**src/rtl/shifter_pkg.sv**
```systemverilog
// Shared encodings for the sequential shifter: operating modes and FSM states.
package shifter_pkg;

  typedef enum logic [1:0] {
    MODE_SLL = 2'b00,
    MODE_SRL = 2'b01,
    MODE_SRA = 2'b10,
    MODE_ROL = 2'b11
  } mode_e;

  typedef enum logic [1:0] {
    ST_IDLE  = 2'b00,
    ST_SHIFT = 2'b01,
    ST_DONE  = 2'b10
  } state_e;

endpackage

```
**src/rtl/shifter_step.sv**
```systemverilog
// Combinational shift of a word by 0..STEP positions in the selected mode.
// Rotate is built only when SEQ_SHIFTER_ROTATE_EN is defined; otherwise ROL acts as SLL.
module shifter_step
  import shifter_pkg::*;
#(
  parameter int unsigned WIDTH   = 16,
  parameter int unsigned SHAMT_W = $clog2(WIDTH),
  parameter int unsigned STEP    = 1
) (
  input  mode_e              i_mode,
  input  logic [WIDTH-1:0]   i_word,
  input  logic [SHAMT_W-1:0] i_n,
  output logic [WIDTH-1:0]   o_word_c,
  output logic               o_carry_c
);

  logic [WIDTH-1:0] w_word;
  logic             w_carry;

  // Unrolled single-bit steps; step i is applied only while i < n.
  always_comb begin
    w_word  = i_word;
    w_carry = 1'b0;
    for (int unsigned i = 0; i < STEP; i++) begin
      if (SHAMT_W'(i) < i_n) begin
        case (i_mode)
          MODE_SRL: begin
            w_carry = w_word[0];
            w_word  = {1'b0, w_word[WIDTH-1:1]};
          end
          MODE_SRA: begin
            w_carry = w_word[0];
            w_word  = {w_word[WIDTH-1], w_word[WIDTH-1:1]};
          end
`ifdef SEQ_SHIFTER_ROTATE_EN
          MODE_ROL: begin
            w_carry = w_word[WIDTH-1];
            w_word  = {w_word[WIDTH-2:0], w_word[WIDTH-1]};
          end
`endif
          default: begin
            w_carry = w_word[WIDTH-1];
            w_word  = {w_word[WIDTH-2:0], 1'b0};
          end
        endcase
      end
    end
  end

  assign o_word_c  = w_word;
  assign o_carry_c = w_carry;

endmodule

```
**src/rtl/seq_shifter.sv**
```systemverilog
// Multi-cycle shifter: Start/Ready handshake, STEP bit positions per clock, one-cycle Done pulse.
// Optional rotate-left mode enabled by defining SEQ_SHIFTER_ROTATE_EN.
module seq_shifter
  import shifter_pkg::*;
#(
  parameter int unsigned WIDTH   = 16,
  parameter int unsigned SHAMT_W = $clog2(WIDTH),
  parameter int unsigned STEP    = 1
) (
  input  logic               i_clk,
  input  logic               i_rst,
  input  logic               i_start,
  input  logic [1:0]         i_mode,
  input  logic [WIDTH-1:0]   i_a,
  input  logic [SHAMT_W-1:0] i_shamt,
  output logic               o_ready,
  output logic               o_done,
  output logic [WIDTH-1:0]   o_result,
  output logic               o_carry
);

  localparam logic [SHAMT_W-1:0] STEP_N = SHAMT_W'(STEP);

  state_e             r_state;
  state_e             w_state_nxt;
  mode_e              r_mode;
  logic [WIDTH-1:0]   r_result;
  logic               r_carry;
  logic [SHAMT_W-1:0] r_remain;
  logic               r_ready;
  logic               r_done;

  logic               w_accept;
  logic [SHAMT_W-1:0] w_n;
  logic [SHAMT_W-1:0] w_remain_nxt;
  logic [WIDTH-1:0]   w_step_word;
  logic               w_step_carry;

  assign w_accept     = i_start && r_ready;
  assign w_n          = (r_remain > STEP_N) ? STEP_N : r_remain;
  assign w_remain_nxt = r_remain - w_n;

  shifter_step #(
    .WIDTH   (WIDTH),
    .SHAMT_W (SHAMT_W),
    .STEP    (STEP)
  ) u_step (
    .i_mode    (r_mode),
    .i_word    (r_result),
    .i_n       (w_n),
    .o_word_c  (w_step_word),
    .o_carry_c (w_step_carry)
  );

  // State register; Ready/Done are registered decodes of the next state.
  always_ff @(posedge i_clk) begin
    if (i_rst) begin
      r_state <= ST_IDLE;
      r_ready <= 1'b1;
      r_done  <= 1'b0;
    end else begin
      r_state <= w_state_nxt;
      r_ready <= (w_state_nxt != ST_SHIFT);
      r_done  <= (w_state_nxt == ST_DONE);
    end
  end

  // Next-state logic; DONE accepts a new request with no bubble.
  always_comb begin
    w_state_nxt = r_state;
    case (r_state)
      ST_IDLE, ST_DONE: begin
        if (w_accept) begin
          w_state_nxt = (i_shamt == '0) ? ST_DONE : ST_SHIFT;
        end else begin
          w_state_nxt = ST_IDLE;
        end
      end
      ST_SHIFT: begin
        if (w_remain_nxt == '0) begin
          w_state_nxt = ST_DONE;
        end
      end
      default: w_state_nxt = ST_IDLE;
    endcase
  end

  // Datapath: capture on accept, otherwise advance one step while shifting.
  always_ff @(posedge i_clk) begin
    if (i_rst) begin
      r_result <= '0;
      r_carry  <= 1'b0;
      r_remain <= '0;
      r_mode   <= MODE_SLL;
    end else if (w_accept) begin
      r_result <= i_a;
      r_carry  <= 1'b0;
      r_remain <= i_shamt;
      r_mode   <= mode_e'(i_mode);
    end else if (r_state == ST_SHIFT) begin
      r_result <= w_step_word;
      r_carry  <= w_step_carry;
      r_remain <= w_remain_nxt;
    end
  end

  assign o_ready  = r_ready;
  assign o_done   = r_done;
  assign o_result = r_result;
  assign o_carry  = r_carry;

endmodule

```
**config.mk**
```make
export PLATFORM = sky130hd
export DESIGN_NAME = seq_shifter
export DESIGN_NICKNAME = d
export VERILOG_FILES = /design/src/rtl/shifter_pkg.sv /design/src/rtl/shifter_step.sv /design/src/rtl/seq_shifter.sv
export SDC_FILE = /design/constraint.sdc
export NUM_CORES = 1
export LEC_CHECK = 0
export CORE_ASPECT_RATIO = 1.5
export CORE_MARGIN = 2
export CORE_UTILIZATION = 49
export CTS_CLUSTER_SIZE = 20
export DETAILED_ROUTE_END_ITERATION = 8
export PLACE_DENSITY = 0.78
export RECOVER_POWER = 50
export SYNTH_ARGS = -nofsm -noshare
export SYNTH_HDL_FRONTEND = slang
export SYNTH_HIERARCHICAL = 1
export SYNTH_SLANG_ARGS = --single-unit
```
**constraint.sdc**
```tcl
create_clock -name i_clk -period 2.9 [get_ports i_clk]
set_clock_uncertainty 0.1 [all_clocks]
set_input_delay 0.435 -clock i_clk [delete_from_list [all_inputs] [get_ports i_clk]]
set_output_delay 0.435 -clock i_clk [all_outputs]
set_load 0.02 [all_outputs]
```
# After elaboration in Yosys (flattened, before gate mapping)
# Index checks and enable logic that the tools add are counted.
# W data, S select, Z words.
[op_classes] add_sub_neg=1 n_lt_le_gt_ge=2 eq_ne=7 n_mux=13 n_reduce_logical=11
[ops] cell="$mux W16" n=3
[ops] cell="$pmux W16 S2" n=1
[ops] cell="$mux W4" n=3
[ops] cell="$logic_not A4 Y1" n=2
[ops] cell="$eq A2 B2 Y1 const B" n=3
[ops] cell="$mux W2" n=3
[ops] cell="$reduce_or A2 Y1" n=3
[ops] cell="$eq A2 B1 Y1 const B" n=2
[ops] cell="$gt A4 B1 Y1 const B" n=1
[ops] cell="$lt A1 B4 Y1 const A" n=1
[ops] cell="$pmux W2 S2" n=1
[ops] cell="$reduce_bool A2 Y1" n=2
[ops] cell="$sub A4 B4 Y4" n=1
[ops] cell="$reduce_and A3 Y1" n=1
[ops] cell="$logic_not A2 Y1" n=1
[ops] cell="$mux W1" n=2
[ops] cell="$ne A2 B1 Y1 const B" n=1
[ops] cell="$ne A2 B2 Y1 const B" n=1
[ops] cell="$reduce_and A2 Y1" n=1
[ops] cell="$logic_and A1 B1 Y1" n=1
[word_totals] reg_bits=27 input_bits=25 output_inout_bits=19 wordCells=42

# Logic depth before layout (Yosys ltp)
[depth] ltp_word=7 depth_mapped=9 ltp_nobuf=8

# Modules after synthesis
# The synthesis kept the hierarchy.
[modules_own_cells] mod="seq_shifter" instances=1 cells_per_inst=149 area_each_um2=1411.4 seq_area_each_um2=540.5
[modules_own_cells] mod="shifter_step" instances=1 cells_per_inst=64 area_each_um2=391.6 seq_area_each_um2=0.0

# Worst setup path before layout
# No wires, ideal clock.
[synth_timing] kind="register to register" from="reg r_remain[3]" to="reg r_result[3] (netlist: o_result[3])" setup_ns=0.089 arrival_ns=1.995 required_ns=2.711 path_slack_ns=0.716 path_stages_with_launch=8 n_path_buf=2 period_less_slack_ns=2.184 cell_sequence="dfxtp_1 or4_1 or4_4 buf_6 buf_6 a21oi_1 nand2_1 a311oi_2"
[synth_between] elab_chain_len=5
[synth_rtl] element="start: declaration" line="seq_shifter.sv:29" rtl="logic [SHAMT_W-1:0] r_remain;"
[synth_rtl] element="start signal: assignment" line="seq_shifter.sv:98" rtl="r_remain <= i_shamt;"
[synth_rtl] element="start signal: assignment" line="seq_shifter.sv:103" rtl="r_remain <= w_remain_nxt;"
[synth_rtl] element="$gt A4 B1 Y1" line="seq_shifter.sv:40" rtl="assign w_n = (r_remain > STEP_N) ? STEP_N : r_remain;"
[synth_rtl] element="$mux W4" line="seq_shifter.sv:40"
[synth_rtl] element="via w_n[0]" line="seq_shifter.sv:34" rtl="logic [SHAMT_W-1:0] w_n;"
[synth_rtl] element="$lt A1 B4 Y1" line="shifter_step.sv:25" rtl="if (SHAMT_W'(i) < i_n) begin"
[synth_rtl] element="$reduce_bool A2 Y1 (no line)"
[synth_rtl] element="$reduce_and A2 Y1 (no line)"
[synth_rtl] element="end signal: assignment" line="seq_shifter.sv:96" rtl="r_result <= i_a;"
[synth_rtl] element="end signal: assignment" line="seq_shifter.sv:101" rtl="r_result <= w_step_word;"
[synth_rtl] element="end: declaration" line="seq_shifter.sv:27" rtl="logic [WIDTH-1:0] r_result;"
# The timed path passes the listed nets, and every way through them passes these cells.
# A chain may end at the register's enable or synchronous reset.

# Worst setup path in the final report
[layout_timing] from="reg r_mode[0]" to="reg r_result[3] (netlist: o_result[3])"
[layout_between] elab_chain_len=5 word_cells_on_any_way=6 cone_classes="eq/ne: 2; mux: 4"
[layout_rtl] element="start: declaration" line="seq_shifter.sv:26" rtl="mode_e r_mode;"
[layout_rtl] element="start signal: assignment" line="seq_shifter.sv:99" rtl="r_mode <= mode_e'(i_mode);"
[layout_rtl] element="$eq A2 B2 Y1 or $eq A2 B1 Y1 (tied branches)" line="shifter_step.sv:26" rtl="case (i_mode)"
[layout_rtl] element="$pmux W16 S2 (*)" line="shifter_step.sv:26"
[layout_rtl] element="$mux W16 (*)" line="shifter_step.sv:25"
[layout_rtl] element="via w_step_word[3]" line="seq_shifter.sv:36" rtl="logic [WIDTH-1:0] w_step_word;"
[layout_rtl] element="$mux W16 (*)" line="seq_shifter.sv:100" rtl="end else if (r_state == ST_SHIFT) begin"
[layout_rtl] element="$mux W16 (*)" line="seq_shifter.sv:95" rtl="end else if (w_accept) begin"
# Mark *: on every way through the listed nets, which the timed path passes. The rest lies on a longest branch. The select of a mux whose other input is x is not followed.

==> results by group <==
Global route
  – Total GRT Usage: 19.7%
  – Grt ovf: 0
  – Largest net degree at the start of global routing: 34
  – Initial antenna violation count: 0
  – First-pass GRT wire length: 6350 µm
  – Number of global-route vias before repair: 1468

Yosys
  – Cell area after synthesis: 1800 µm²
  – Yosys warning total: 6
  – Syn Inst Count: 213
  – Count of unique library cells instantiated by Yosys: 40
  – Number of synthesized register bits: 27
  – Sequential area share after synthesis: 30.0%
  – Syn_area_per_cell: 8.46 µm²

Drt
  – First drt pass iteration count: 4
  – Via count: 1616
  – WL final: 3830 µm
  – Antenna-violating nets left: 0
  – Detailed-route wire length per cell: 13.3 µm
  – Vias per cell: 5.59
  – Iteration-0 DRC Markers: 41
  – DRC Markers: 0

Clocking
  – CTS hold repair buffers: 0
  – Clock buffer count from CTS: 3
  – Clock slew at reported path FFs: 0.09 ns
  – CTS max path bufs: 2
  – CTS tree: built
  – CTS HTree Levels: 1
  – Clk_lat worst skew: 0.28 ns
  – Resize count post-CTS: 0
  – # Post-CTS Setup Buffers: 0
  – Root buffer cell: clkbuf_8
  – Clock sink count: 27

Cells and area
  – Share of cells above drive strength 1: 16.7%
  – Most frequent cells in the layout: nand2_1 (36), dfxtp_1 (27), clkdlybuf4s50_1 (26)
  – Commonest non-fill, non-tap cell in the layout: nand2_1
  – Area delta synth->final: 21.2%
  – Final core utilization: 60.5%
  – Final Non-Filler Cells: 289
  – Antenna diodes: 0
  – Fin nets: 276

Power
  – Leak Pwr: 0.828 nW
  – Power Density: 638 nW/µm²
  – Peak supply drop: 0.326 mV

STA
  – Worst rel slew slack: 29.6%
  – Slew @ Worst Pin: 1.06 ns
  – Final setup fails: 0
  – Peak Freq: 0.429 GHz
  – Final Critical Period: 2.33 ns
  – Post-route clock period utilization: 80.4%
  – Pins over their slew limit: 0
  – Final setup margin: 0.569 ns
  – RSZ-0062 raised after global routing: false
  – Final hold vios: 0
  – Setup tns final: 0 ns

Placement
  – Port bufs: 43
  – Placed Cells: 285
  – HPWL Detailed: 2680 µm
  – GPL Wtd Cong: 0.831
  – DP Worst Slack: 0.566 ns

Worst setup path
  – Worst endpoint data arrival time: 2.42 ns
  – Required @ worst endpoint: 2.99 ns
  – CP Class: flip-flop to flip-flop
  – Worst setup EP type: flip-flop
  – CP startpoint: r_mode[0]
  – CP Max Fanout: 19
  – CP Launch Type: flip-flop
  – R2R Path Start: r_mode[0]

Floorplan
  – Die area: 4190 µm²
  – Starting density of the core: 49.9%
  – I/O Pins: 44
  – DIE HEIGHT: 78.3 µm
  – Die X: 53.5 µm
  – FP Rows: 27
  – Core Region: 3610 µm²

Hold path
  – Hold crit path type: flip-flop to flip-flop
  – Hold_sp: r_mode[1]

Flow run
  – Max-Cap Viols: 0

Run status
  – Status: finished, final reports clean
==> flip-flops by register name, indices dropped and copies added, names as in the netlist <==
signal / flops
r_state: 2
o_carry: 1
r_remain: 4
o_result: 16
r_mode: 2
o_done: 1
o_ready: 1
==> critical path, cell delays in order (launching register included) <==
cell	delay, ns
dfxtp_1	0.36
inv_1	0.05
ha_1	0.52
o21ba_2	0.54
a22oi_1	0.12
a21oi_1	0.18
nand2_1	0.08
a311oi_2	0.29
==> cells by family after synthesis <==
kind of cell               synth area share (%)
AOI/OAI and AO/OA                          29.4
xor gates and xnor gates                  0.486
adders and majority gates                  2.78
buffers and inverters                      9.78
DFF                                        30.0
muxes                                      1.67
other                                     0.208
and+or+nand+nor                            25.7
==> routing by layer <==
layer  up-vias  wire [µm]  track usage (%)
li1        821          -                -
met1       748       1610             21.5
met2        42       2010             35.9
met3         5        127             2.47
met4         0         78             8.97
met5         -          0                0
==> final cells by class <==
type	instances	area (µm²)
Inverter	7	26.3
Sequential cell	27	541
Clock buffer	4	45.0
Fill cell	320	1430
Multi-Input combinational cell	163	1070
Timing Repair Buffer	45	445
Tap cell	43	53.8
==> cell usage after synthesis, drive strengths merged <==
cell type   n  area [µm²]
a211oi      4        30.0
a21oi      17        85.1
a22o        2        17.5
a22oi      14         105
a311oi     15         225
a32o        1        10.0
and2        2        12.5
buf        15         139
clkbuf      3        11.3
conb        1        3.75
dfxtp      27         541
ha          4        50.1
inv         7        26.3
mux2i       3        30.0
nand2      38         161
nand2b      1        6.26
nand3       3        15.0
nor2       35         176
nor2b       1        6.26
nor3        6        41.3
nor4        1        6.26
o21ai       3        18.8
o21ba       1        10.0
o31a        1        8.76
o32a        1        10.0
o32ai       1        8.76
or2         1        6.26
or3         1        6.26
or4         3        26.3
xnor2       1        8.76
==> report_power, final <==
group | internal, mW | switching, mW | leakage [nW] | total, mW
clock | 0.0988 | 0.119 | 0.0228 | 0.218
sequential | 0.441 | 0.0919 | 0.223 | 0.533
combinational | 0.287 | 0.357 | 0.582 | 0.644
total | 0.827 | 0.568 | 0.828 | 1.40
==> path summary, 6_finish.rpt <==
path,to,slack (ns),depth (start not counted)
min,r_mode[1],0.38,2
max,o_result[3],0.57,7
max reg2reg,o_result[3],0.57,7
min reg2reg,r_mode[1],0.38,2
==> through the flow <==
step / hold WS, ns / cell area [µm²] / total power [mW]
floorplan: 0.353 / 1810 / 1.06
global placement: 0.364 / 2160 / 1.21
detailed placement: 0.367 / 2160 / 1.22
CTS: 0.380 / 2200 / 1.44
global route: 0.410 / 2190 / 1.49
finish: 0.378 / 2190 / 1.40
Note: power is estimated with default switching activity, not from simulation.
